### src/rtl/sync_fifo_param.sv
// Single-clock parametrised FIFO with wrap-around pointers, occupancy count,
// programmable almost-full/empty thresholds, sticky error flags and optional FWFT output.
module sync_fifo_param #(
  parameter int DATA_WIDTH = 8,
  parameter int FIFO_DEPTH = 8,
  parameter int PNTR_WIDTH = $clog2(FIFO_DEPTH),
  parameter int AF_LEVEL   = FIFO_DEPTH - 2,
  parameter int AE_LEVEL   = 2,
  parameter int FWFT       = 0
) (
  input  logic                  clk,
  input  logic                  rst,
  input  logic                  clr,
  input  logic                  we,
  input  logic [DATA_WIDTH-1:0] din,
  input  logic                  re,
  output logic [DATA_WIDTH-1:0] dout,
  output logic                  full,
  output logic                  empty,
  output logic                  almost_full,
  output logic                  almost_empty,
  output logic [PNTR_WIDTH:0]   count,
  output logic                  overflow,
  output logic                  underflow
);

  localparam logic [PNTR_WIDTH:0]   DEPTH_CNT = FIFO_DEPTH[PNTR_WIDTH:0];
  localparam logic [PNTR_WIDTH:0]   AF_CNT    = AF_LEVEL[PNTR_WIDTH:0];
  localparam logic [PNTR_WIDTH:0]   AE_CNT    = AE_LEVEL[PNTR_WIDTH:0];
  localparam logic [PNTR_WIDTH-1:0] PTR_ONE   = {{(PNTR_WIDTH-1){1'b0}}, 1'b1};
  localparam logic [PNTR_WIDTH:0]   CNT_ONE   = {{PNTR_WIDTH{1'b0}}, 1'b1};

  logic [DATA_WIDTH-1:0] mem [FIFO_DEPTH];
  logic [PNTR_WIDTH-1:0] w_ptr;
  logic [PNTR_WIDTH-1:0] r_ptr;
  logic [DATA_WIDTH-1:0] dout_reg;
  logic                  rd_ok;
  logic                  wr_ok;

  // Flags are pure decodes of the registered count.
  assign full         = (count == DEPTH_CNT);
  assign empty        = (count == {(PNTR_WIDTH+1){1'b0}});
  assign almost_full  = (count >= AF_CNT);
  assign almost_empty = (count <= AE_CNT);

  // In FWFT mode the head entry is presented directly; otherwise the read register drives dout.
  assign dout = (FWFT != 0) ? mem[r_ptr] : dout_reg;

  // Accept decisions from pre-edge state; a read frees room for a write into a full FIFO.
  always_comb begin
    rd_ok = 1'b0;
    wr_ok = 1'b0;
    if (re && !empty) begin
      rd_ok = 1'b1;
    end else begin
      rd_ok = 1'b0;
    end
    if (we && (!full || rd_ok)) begin
      wr_ok = 1'b1;
    end else begin
      wr_ok = 1'b0;
    end
  end

  // All FIFO state: storage, pointers, count, read register and sticky errors.
  always_ff @(posedge clk) begin
    if (!rst) begin
      w_ptr     <= {PNTR_WIDTH{1'b0}};
      r_ptr     <= {PNTR_WIDTH{1'b0}};
      count     <= {(PNTR_WIDTH+1){1'b0}};
      dout_reg  <= {DATA_WIDTH{1'b0}};
      overflow  <= 1'b0;
      underflow <= 1'b0;
    end else if (clr) begin
      w_ptr     <= {PNTR_WIDTH{1'b0}};
      r_ptr     <= {PNTR_WIDTH{1'b0}};
      count     <= {(PNTR_WIDTH+1){1'b0}};
      overflow  <= 1'b0;
      underflow <= 1'b0;
    end else begin
      if (wr_ok) begin
        mem[w_ptr] <= din;
        w_ptr      <= w_ptr + PTR_ONE;
      end
      if (rd_ok) begin
        r_ptr <= r_ptr + PTR_ONE;
        if (FWFT == 0) begin
          dout_reg <= mem[r_ptr];
        end
      end
      case ({wr_ok, rd_ok})
        2'b10:   count <= count + CNT_ONE;
        2'b01:   count <= count - CNT_ONE;
        default: count <= count;
      endcase
      if (we && !wr_ok) begin
        overflow <= 1'b1;
      end
      if (re && !rd_ok) begin
        underflow <= 1'b1;
      end
    end
  end

endmodule

### config.mk
export PLATFORM = sky130hd
export DESIGN_NAME = sync_fifo_param
export DESIGN_NICKNAME = d
export VERILOG_FILES = /design/src/rtl/sync_fifo_param.sv
export SDC_FILE = /design/constraint.sdc
export NUM_CORES = 1
export LEC_CHECK = 0
export BUFFER_PORTS_ARGS = -buffer_cell sky130_fd_sc_hd__buf_4
export CELL_PAD_IN_SITES_DETAIL_PLACEMENT = 0
export CELL_PAD_IN_SITES_GLOBAL_PLACEMENT = 1
export CORE_MARGIN = 5
export CORE_UTILIZATION = 45
export CTS_CLUSTER_SIZE = 16
export DETAILED_ROUTE_END_ITERATION = 8
export PLACE_DENSITY_LB_ADDON = 0.1
export SLEW_MARGIN = 20
export SYNTH_ARGS = -nofsm -noshare
export SYNTH_HDL_FRONTEND = slang
export SYNTH_SLANG_ARGS = --single-unit
### constraint.sdc
create_clock -name clk -period 2.1 [get_ports clk]
set_input_delay 0.105 -clock clk [delete_from_list [all_inputs] [get_ports clk]]
set_output_delay 0.105 -clock clk [all_outputs]
set_load 0.005 [all_outputs]
==> results of run 1 <==
==> logic make-up (layout without fill, tap and decap cells) <==
group	Yosys count	in the layout	share of synthesized area, %
flip-flops	84	84	67.1
multiplexers	27	27	13.6
AND/OR/NAND/NOR	41	41	5.86
XOR/XNOR	7	7	1.77
adder cells (fa/ha/maj)	5	5	2.03
buffers and inverters	19	76	2.97
AO/OA/AOI/OAI	31	31	6.65
==> placed cells by master (no fill, tap or decap), types with 4 or more instances in the layout <==
cell type / Yosys / final
a21oi_1: 11 / 10
buf_4: 3 / 45
clkbuf_8: 0 / 9
clkinvlp_4: 0 / 4
dfxtp_1: 20 / 19
dlygate4sd3_1: 0 / 8
edfxtp_1: 64 / 64
inv_1: 6 / 5
mux2i_1: 11 / 11
mux4_2: 16 / 16
nand2b_1: 5 / 5
nor2_1: 20 / 20
o21ai_0: 8 / 8
xnor2_1: 5 / 5
==> routing by layer <==
metal	up-vias	part of all wire [%]	GRT usage, %
met3	8	4.7	3.66
met4	0	1.1	5.75
met5	-	0	0
met2	39	50	24.2
li1	920	-	-
met1	980	44	18.1
==> final cells by class <==
cell class	count	share of cell area, %
Sequential cell	84	55.7
Multi-Input combinational cell	111	26.1
Timing Repair Buffer	54	10.5
Clock buffer	10	3.05
Tap cell	102	3.05
Clock inverter	6	1.14
Inverter	6	0.539
==> where the power goes <==
part | total [mW] | internal [mW] | switching [mW] | leakage, nW
clock | 1.01 | 0.437 | 0.575 | 0.0755
sequential | 1.82 | 1.80 | 0.0175 | 0.739
combinational | 0.237 | 0.122 | 0.115 | 0.640
==> through the flow <==
stage          TNS, ps  cell area [um^2]  utilization [%]  setup slack [ps]
2_1_floorplan        0              3510                -              15.3
3_3_place_gp         0              3900             51.2               232
3_5_place_dp         0              3900             51.2               103
4_1_cts              0              4150             54.6              76.0
5_1_grt          -3.81              4180             54.9             -3.81
6_report             0              4180             54.9               157
==> worst max path at each step <==
stage,cells after the start,startpoint,to
2_1_floorplan,9,count[2]$_SDFFE_PP0P_,count[3]$_SDFFE_PP0P_
3_3_place_gp,8,count[2]$_SDFFE_PP0P_,count[3]$_SDFFE_PP0P_
3_5_place_dp,8,count[2]$_SDFFE_PP0P_,count[3]$_SDFFE_PP0P_
4_1_cts,8,count[2]$_SDFFE_PP0P_,count[3]$_SDFFE_PP0P_
5_1_grt,8,count[2]$_SDFFE_PP0P_,count[3]$_SDFFE_PP0P_
6_report,8,count[2]$_SDFFE_PP0P_,count[3]$_SDFFE_PP0P_
==> what timing repair did <==
action	CTS	global route
resized for setup	0	3
endpoints found under the hold margin	64	0
setup endpoints to repair	0	1
buffers inserted	0	1
hold buffers	8	0
==> worst max-delay path: cells and delay by family (launching register included) <==
kind | cells | cell delay [ps]
adder cells (fa/ha/maj) | 1 | 230
flip-flops | 1 | 400
AO/OA/AOI/OAI | 4 | 730
AND/OR/NAND/NOR | 2 | 480
buffers and inverters | 1 | 50
==> results.py, run 1 <==
metrics = {
    "synthesis": {
        "synth_top_area_cell": "edfxtp_1",
        "synth.most_common_cell": "edfxtp_1",
        "synth_area_leaders": "edfxtp_1, dfxtp_1, mux4_2",
        "yosys.area.top_type_share_pct": 55.6,
        "ys.flop_type": "edfxtp_1",
        "synth_common_cells": "edfxtp_1, dfxtp_1, nor2_1",
        "syn_area_per_cell_um2": 16.2,
        "synth_area_um2": 3460,
        "ys_seq_area_share_pct": 67.1,
        "synth_nets": 232,
        "synthArstFlopShare_pct": 0,
        "synthDistinctLibCells": 38,
        "synth_edf_count": 64,
        "syn_inst": 214,
        "synth_seq_cells": 84,
        "ys_warn_count": 0,
    },
    "setup_path": {
        "cp_slowest_cell": "dfxtp_4",
        "cpPeakStageDelay_ps": 400,
        "regToRegSetupSlack_ps": 160,
        "critical_path_class": "flip-flop to flip-flop",
        "crit_required_ps": 2380,
        "r2r-end": "count[3]$_SDFFE_PP0P_",
        "worstPathCellList": "o41ai_4 -> or2_4 -> inv_2 -> ha_4 -> a21oi_4 -> nor4bb_4 -> o21bai_1 -> a31oi_1",
        "cp_max_fo": 10,
        "r2r_start": "count[2]$_SDFFE_PP0P_",
        "reg2regPathDepth": 8,
        "start_kind": "flip-flop",
        "worst_setup_path_end_kind": "flip-flop",
        "arrival_ps": 2220,
    },
    "global_route": {
        "grt_first_pass_wirelength_mm": 10.4,
        "grt_pass1_vias": 1983,
        "grt_max_degree": 19,
        "grt_usage_pct": 14.5,
        "grt_overflow": 0,
        "antenna_found_initial": 0,
    },
    "sta": {
        "tightest_slew_ps": 643,
        "period_needed_ps": 1940,
        "period_share_pct": 92.5,
        "fin_skew_ps": 11.7,
        "fin_hold_ws_ps": 49.4,
        "finalMaxSlewViolations": 0,
        "clock.fmax_mhz": 515,
        "relSlewSlack_pct": 57.1,
        "hold_viol_final": 0,
        "setup_viol": 0,
    },
    "cells_and_area": {
        "multiInputGateArea_um2": 1090,
        "layout.nets": 284,
        "largest_reg_flops": 64,
        "fillers": 632,
        "regArea_um2": 2330,
        "drive_above_1_share_pct": 33.6,
        "instances_no_fill": 373,
        "antenna_cells": 0,
        "area_growth_pct": 20.8,
    },
    "die": {
        "dieArea_um2": 9540,
        "fp-row-count": 32,
        "start_util_pct": 45.5,
        "die_h_um": 97.7,
        "pin_count": 31,
        "fp.dieW_um": 97.7,
        "core-area_um2": 7610,
    },
    "power_and_ir_drop": {
        "power_mw": 3.07,
        "power.density_nw_per_um2": 735,
        "irDropWorstVdd_v": 0.000436,
        "p_leak_nw": 1.45,
    },
    "flow_run": {
        "maxCapViolCount": 0,
    },
    "clock_network": {
        "cts-root-buf": "clkbuf_8",
        "clockBufferDepth": 2,
        "cts_max_level": 3,
        "cts_tree": "yes",
        "cts_buffers": 9,
        "clk_latency_ps": 350,
        "clock-sinks": 84,
        "clkTransAtPathRegs_ps": 90,
    },
    "status": {
        "run_status": "complete, no violations",
    },
    "placed_design": {
        "placed_cells": 348,
        "gp_congestion": 0.740,
        "dp_hpwl_mm": 4.38,
        "port_buffers": 30,
    },
    "routing": {
        "drtIter0Drc": 80,
        "wirelength_mm": 6.55,
        "detail_route.wl_per_cell_um": 17.5,
        "avgViaCountPerCell": 5.22,
        "drc": 0,
        "routed-via-count": 1947,
        "drt_first_pass_iters": 4,
        "ant_nets": 0,
    },
    "worst_hold_path": {
        "hold_class": "primary input to flip-flop",
        "min_to": "dout[3]$_SDFFE_PN0P_",
        "hold_depth": 3,
        "hold_start": "rst",
    },
}
Note: power is estimated with default switching activity, not from simulation.
==> inputs of run 2 (changes only) <==
--- a/constraint.sdc
+++ b/constraint.sdc
@@ -3,2 +3,2 @@
 set_output_delay 0.105 -clock clk [all_outputs]
-set_load 0.005 [all_outputs]
+set_load 0.02 [all_outputs]
==> run 2 against run 1 <==
Compared with the run above: sequential power is essentially flat; cell area grew 1.0%; setup slack lost 39 ps; sequential share of layout area shrank 0.55 points; worst hold slack gained 3.8 ps; clock power grew 17%; count of clock-buffer cells in the layout is the same; flip-flop and latch count is the same; utilization grew 0.58 points; critical path type unchanged; critical endpoint unchanged; largest cell class unchanged; largest power group unchanged.
==> results.py, run 2 (synthesized netlist as in run 1, its figures left out) <==
metrics = {
    "placed_design": {
        "port_buffers": 30,
        "dp_hpwl_mm": 4.45,
        "postPlaceCellArea_um2": 3900,
        "gp_congestion": 0.848,
    },
    "clock_network": {
        "clkTransAtPathRegs_ps": 90,
        "cts_max_level": 3,
        "clk_latency_ps": 350,
        "cts_tree": "yes",
        "cts_buffers": 9,
        "clockBufferDepth": 2,
        "cts-root-buf": "clkbuf_8",
        "clock-sinks": 84,
    },
    "cells_and_area": {
        "final_cell_mix": "edfxtp_1, buf_4, dfxtp_1",
        "multiInputGateArea_um2": 1110,
        "regArea_um2": 2330,
        "layout.nets": 283,
        "antenna_cells": 0,
        "area_growth_pct": 22.0,
        "drive_above_1_share_pct": 36.3,
        "fillers": 631,
        "layout_commonest_cell": "edfxtp_1",
        "stdcell_area_um2": 4220,
        "largest_reg_flops": 64,
    },
    "setup_path": {
        "critical_path_class": "flip-flop to flip-flop",
        "worst_setup_path_end_kind": "flip-flop",
        "start_kind": "flip-flop",
        "arrival_ps": 2200,
        "crit_required_ps": 2320,
        "reg2regPathDepth": 8,
        "cp_max_fo": 10,
    },
    "die": {
        "start_util_pct": 45.5,
        "fp-row-count": 32,
        "fp.dieW_um": 97.7,
        "core-area_um2": 7610,
        "die_h_um": 97.7,
        "dieArea_um2": 9540,
        "pin_count": 31,
    },
    "global_route": {
        "grt_max_degree": 19,
        "grt_pass1_vias": 1976,
        "antenna_found_initial": 0,
        "grt_first_pass_wirelength_mm": 10.7,
        "grt_usage_pct": 14.8,
        "grt_overflow": 0,
    },
    "sta": {
        "fin_hold_ws_ps": 53.2,
        "rsz0062_at_grt": "no",
        "relSlewSlack_pct": 57.1,
        "finalMaxSlewViolations": 0,
        "clock.fmax_mhz": 505,
        "period_needed_ps": 1980,
        "fin_skew_ps": 13.0,
        "setup_viol": 0,
        "tightest_slew_ps": 643,
        "hold_viol_final": 0,
        "period_share_pct": 94.4,
    },
    "routing": {
        "wirelength_mm": 6.69,
        "avgViaCountPerCell": 5.22,
        "drtIter0Drc": 66,
        "drt_first_pass_iters": 4,
        "drc": 0,
        "routed-via-count": 1941,
        "detail_route.wl_per_cell_um": 18.0,
        "ant_nets": 0,
    },
    "power_and_ir_drop": {
        "irDropWorstVdd_v": 0.000356,
        "power.density_nw_per_um2": 772,
        "p_leak_nw": 1.48,
    },
    "worst_hold_path": {
        "hold_class": "primary input to flip-flop",
        "hold_depth": 3,
    },
    "flow_run": {
        "maxCapViolCount": 0,
    },
    "status": {
        "run_status": "complete, no violations",
    },
}
run 2: timing repair:
item	4_1_cts	5_1_grt
buffers inserted	0	1
setup endpoints to repair	0	1
gates resized for setup	0	5
hold endpoints to repair	63	0
hold buffers	8	0
run 2: layer usage:
layer	share of wire, %	global-route usage, %	wire length, um
met5	0	0	0
met4	1.0	6.07	68
met3	2.9	3.09	195
met2	48	22.4	3210
met1	48	21.0	3210
run 2: report_power, final:
group          internal, mW  total (mW)  switching (mW)
registers              1.80        1.82          0.0187
logic                 0.123       0.260           0.137
clock network         0.593        1.18           0.583
total                  2.52        3.26           0.739
run 2: through the flow:
| step | cells | power, mW | setup slack [ps] | setup TNS (ps) | util, % |
|---|---|---|---|---|---|
| global placement | 347 | 2.10 | 213 | 0 | 51.3 |
| global route | 372 | 3.39 | 23.1 | 0 | 55.5 |
| finish | 372 | 3.26 | 118 | 0 | 55.5 |
| detailed placement | 347 | 2.11 | 71.4 | 0 | 51.3 |
| floorplan | 214 | 2.01 | -22.3 | -404 | - |
| CTS | 371 | 3.29 | 50.4 | 0 | 55.1 |
run 2: path summary, 6_finish.rpt:
path                               from                     to  slack [ps]
setup / recovery  count[2]$_SDFFE_PP0P_  count[3]$_SDFFE_PP0P_         120
hold / removal                      rst   dout[7]$_SDFFE_PN0P_          50
setup reg to reg  count[2]$_SDFFE_PP0P_  count[3]$_SDFFE_PP0P_         120
hold reg to reg   overflow$_SDFFE_PP0P_  overflow$_SDFFE_PP0P_         480
run 2: area by class of cell:
type                    count  area share [%]
repair buffers             53            10.2
multi-input cells         111            26.2
well taps                 102            3.02
clock inverters             6            1.63
clock buffers              10            3.26
inverters                   6           0.533
flip-flops and latches     84            55.1
run 2: worst max-delay path, cell delays in order, from the launching register on:
cell	delay [ps]
dfxtp_4	400
o41ai_4	370
or2_4	190
inv_2	50
ha_2	310
nand3_2	110
nor4bb_4	190
o21bai_1	150
a31oi_1	90
==> inputs of run 3 (changes only) <==
SETUP_SLACK_MARGIN = 0.3   (was unset)
==> run 3 against run 2 <==
Compared with the run above: global-route usage increased by 0.92 points; via count increased by 3.9%; critical path depth unchanged; routed wire length increased by 5.1%; worst hold slack improved by 1.9 ps; cell area increased by 5.2%; register-to-register slack improved by 20 ps.
==> results.py, run 3 (synthesized netlist as in run 1, its figures left out) <==
metrics = {
    "die": {
        "pin_count": 31,
        "start_util_pct": 45.5,
        "fp-row-count": 32,
        "dieArea_um2": 9540,
        "core-area_um2": 7610,
        "fp.dieW_um": 97.7,
        "die_h_um": 97.7,
    },
    "routing": {
        "drc": 0,
        "avgViaCountPerCell": 5.31,
        "detail_route.wl_per_cell_um": 18.5,
        "wirelength_mm": 7.03,
        "drtIter0Drc": 95,
        "ant_nets": 0,
        "drt_first_pass_iters": 4,
        "routed-via-count": 2017,
    },
    "setup_path": {
        "arrival_ps": 2230,
        "regToRegSetupSlack_ps": 140,
        "cpPeakStageDelay_ps": 380,
        "reg2regPathDepth": 8,
        "crit_required_ps": 2370,
        "worst_setup_path_end_kind": "flip-flop",
        "cp.buffers_inverters": 1,
        "r2r-end": "count[3]$_SDFFE_PP0P_",
        "critical_path_class": "flip-flop to flip-flop",
        "worstPathCellList": "o41ai_4 -> or2_4 -> inv_2 -> ha_2 -> nand3_2 -> nor4bb_4 -> o21bai_1 -> a31oi_1",
        "r2r_start": "count[3]$_SDFFE_PP0P_",
        "cp_slowest_cell": "o41ai_4",
        "cp_max_fo": 4,
        "cp_top_family": "simple AND/OR/NAND/NOR gates",
        "start_kind": "flip-flop",
    },
    "global_route": {
        "antenna_found_initial": 0,
        "grt_overflow": 0,
        "grt_max_degree": 19,
        "grt_usage_pct": 15.7,
        "grt_first_pass_wirelength_mm": 11.4,
        "grt_pass1_vias": 2100,
    },
    "power_and_ir_drop": {
        "power.density_nw_per_um2": 739,
        "irDropWorstVdd_v": 0.000424,
        "p_leak_nw": 1.53,
        "power_mw": 3.28,
    },
    "flow_run": {
        "maxCapViolCount": 0,
    },
    "clock_network": {
        "clkTransAtPathRegs_ps": 80,
        "cts_tree": "yes",
        "clockBufferDepth": 2,
        "clk_latency_ps": 350,
        "cts_max_level": 3,
        "cts_buffers": 9,
        "cts-root-buf": "clkbuf_8",
        "clock-sinks": 84,
    },
    "worst_hold_path": {
        "hold_class": "primary input to flip-flop",
        "hold_depth": 3,
        "hold_start": "rst",
        "min_to": "dout[3]$_SDFFE_PN0P_",
    },
    "sta": {
        "fin_skew_ps": 7.87,
        "relSlewSlack_pct": 54.7,
        "clock.fmax_mhz": 510,
        "hold_viol_final": 0,
        "tightest_slew_ps": 678,
        "finalMaxSlewViolations": 0,
        "tns_ps": 0,
        "rsz0062_at_grt": "yes",
        "period_share_pct": 93.4,
        "setup_viol": 0,
        "period_needed_ps": 1960,
    },
    "cells_and_area": {
        "fillers": 585,
        "area_growth_pct": 28.4,
        "layout_commonest_cell": "edfxtp_1",
        "largest_reg_flops": 64,
        "drive_above_1_share_pct": 40.6,
        "final_cell_mix": "edfxtp_1, buf_4, mux4_2, dfxtp_1, nor2_1",
        "layout.nets": 291,
        "antenna_cells": 0,
    },
    "status": {
        "run_status": "complete, no violations",
    },
    "placed_design": {
        "dp_hpwl_mm": 4.49,
        "port_buffers": 30,
        "gp_congestion": 0.870,
    },
}
==> run 3: changes by cell type in the layout (fill, tap and decap cells not counted), sizes merged <==
cell and change:
buf +8, clkinv +2, inv -2
==> run 3: per-stage QoR <==
stage               setup WS, ps  util [%]  hold WS [ps]  cells  cell area, um^2
detailed placement          19.1      51.6           344    339             3930
CTS                          195      57.4          39.8    375             4370
finish                       139      58.4          55.1    380             4440
global placement             190      51.6           334    339             3930
floorplan                  -22.3         -           204    214             3580
global route                63.0      58.4          54.2    380             4440
==> run 3: cell type report <==
cell class / instances / area [um^2] / area share (%)
sequential: 84 / 2340 / 52.6
inverter: 6 / 22.5 / 0.507
clock inverter: 6 / 72.6 / 1.63
clock buffer: 10 / 138 / 3.10
multi-input combinational: 111 / 1180 / 26.5
tap: 102 / 128 / 2.87
timing repair buffer: 61 / 566 / 12.7
==> run 3: report_power, final <==
part	internal, mW	switching [mW]
registers	1.80	0.0188
clock network	0.592	0.579
logic	0.139	0.150
==> run 3: worst max-delay path by stage <==
stage                           from                    end  slack (ps)  cells past startpoint
2_1_floorplan  count[2]$_SDFFE_PP0P_  count[3]$_SDFFE_PP0P_         -20                      9
3_3_place_gp   count[1]$_SDFFE_PP0P_    mem[5][1]$_DFFE_PP_         190                      4
3_5_place_dp   count[2]$_SDFFE_PP0P_  count[3]$_SDFFE_PP0P_          20                      8
4_1_cts        count[3]$_SDFFE_PP0P_  count[3]$_SDFFE_PP0P_         190                      8
5_1_grt        count[3]$_SDFFE_PP0P_  count[3]$_SDFFE_PP0P_          60                      8
6_report       count[3]$_SDFFE_PP0P_  count[3]$_SDFFE_PP0P_         140                      8
==> run 3: repair_timing <==
item                                    CTS  global route
endpoints found under the setup margin   65            49
hold buffers                              8             0
pin swaps                                 8             4
setup buffers                            12             5
gates resized for setup                   8             2
hold endpoints to repair                 64             0
==> run 3: routing by layer <==
layer / global-route usage (%) / part of all wire (%) / vias up
met5: 0 / 0 / -
met4: 6.50 / 0.74 / 0
met3: 3.09 / 2.9 / 7
met2: 25.2 / 50 / 41
met1: 21.1 / 47 / 1031
li1: - / - / 938
==> run 3: worst min-delay path: cells and delay by family <==
kind | cells | cell delay [ps]
buffers and inverters | 1 | 140
AO/OA/AOI/OAI | 2 | 110
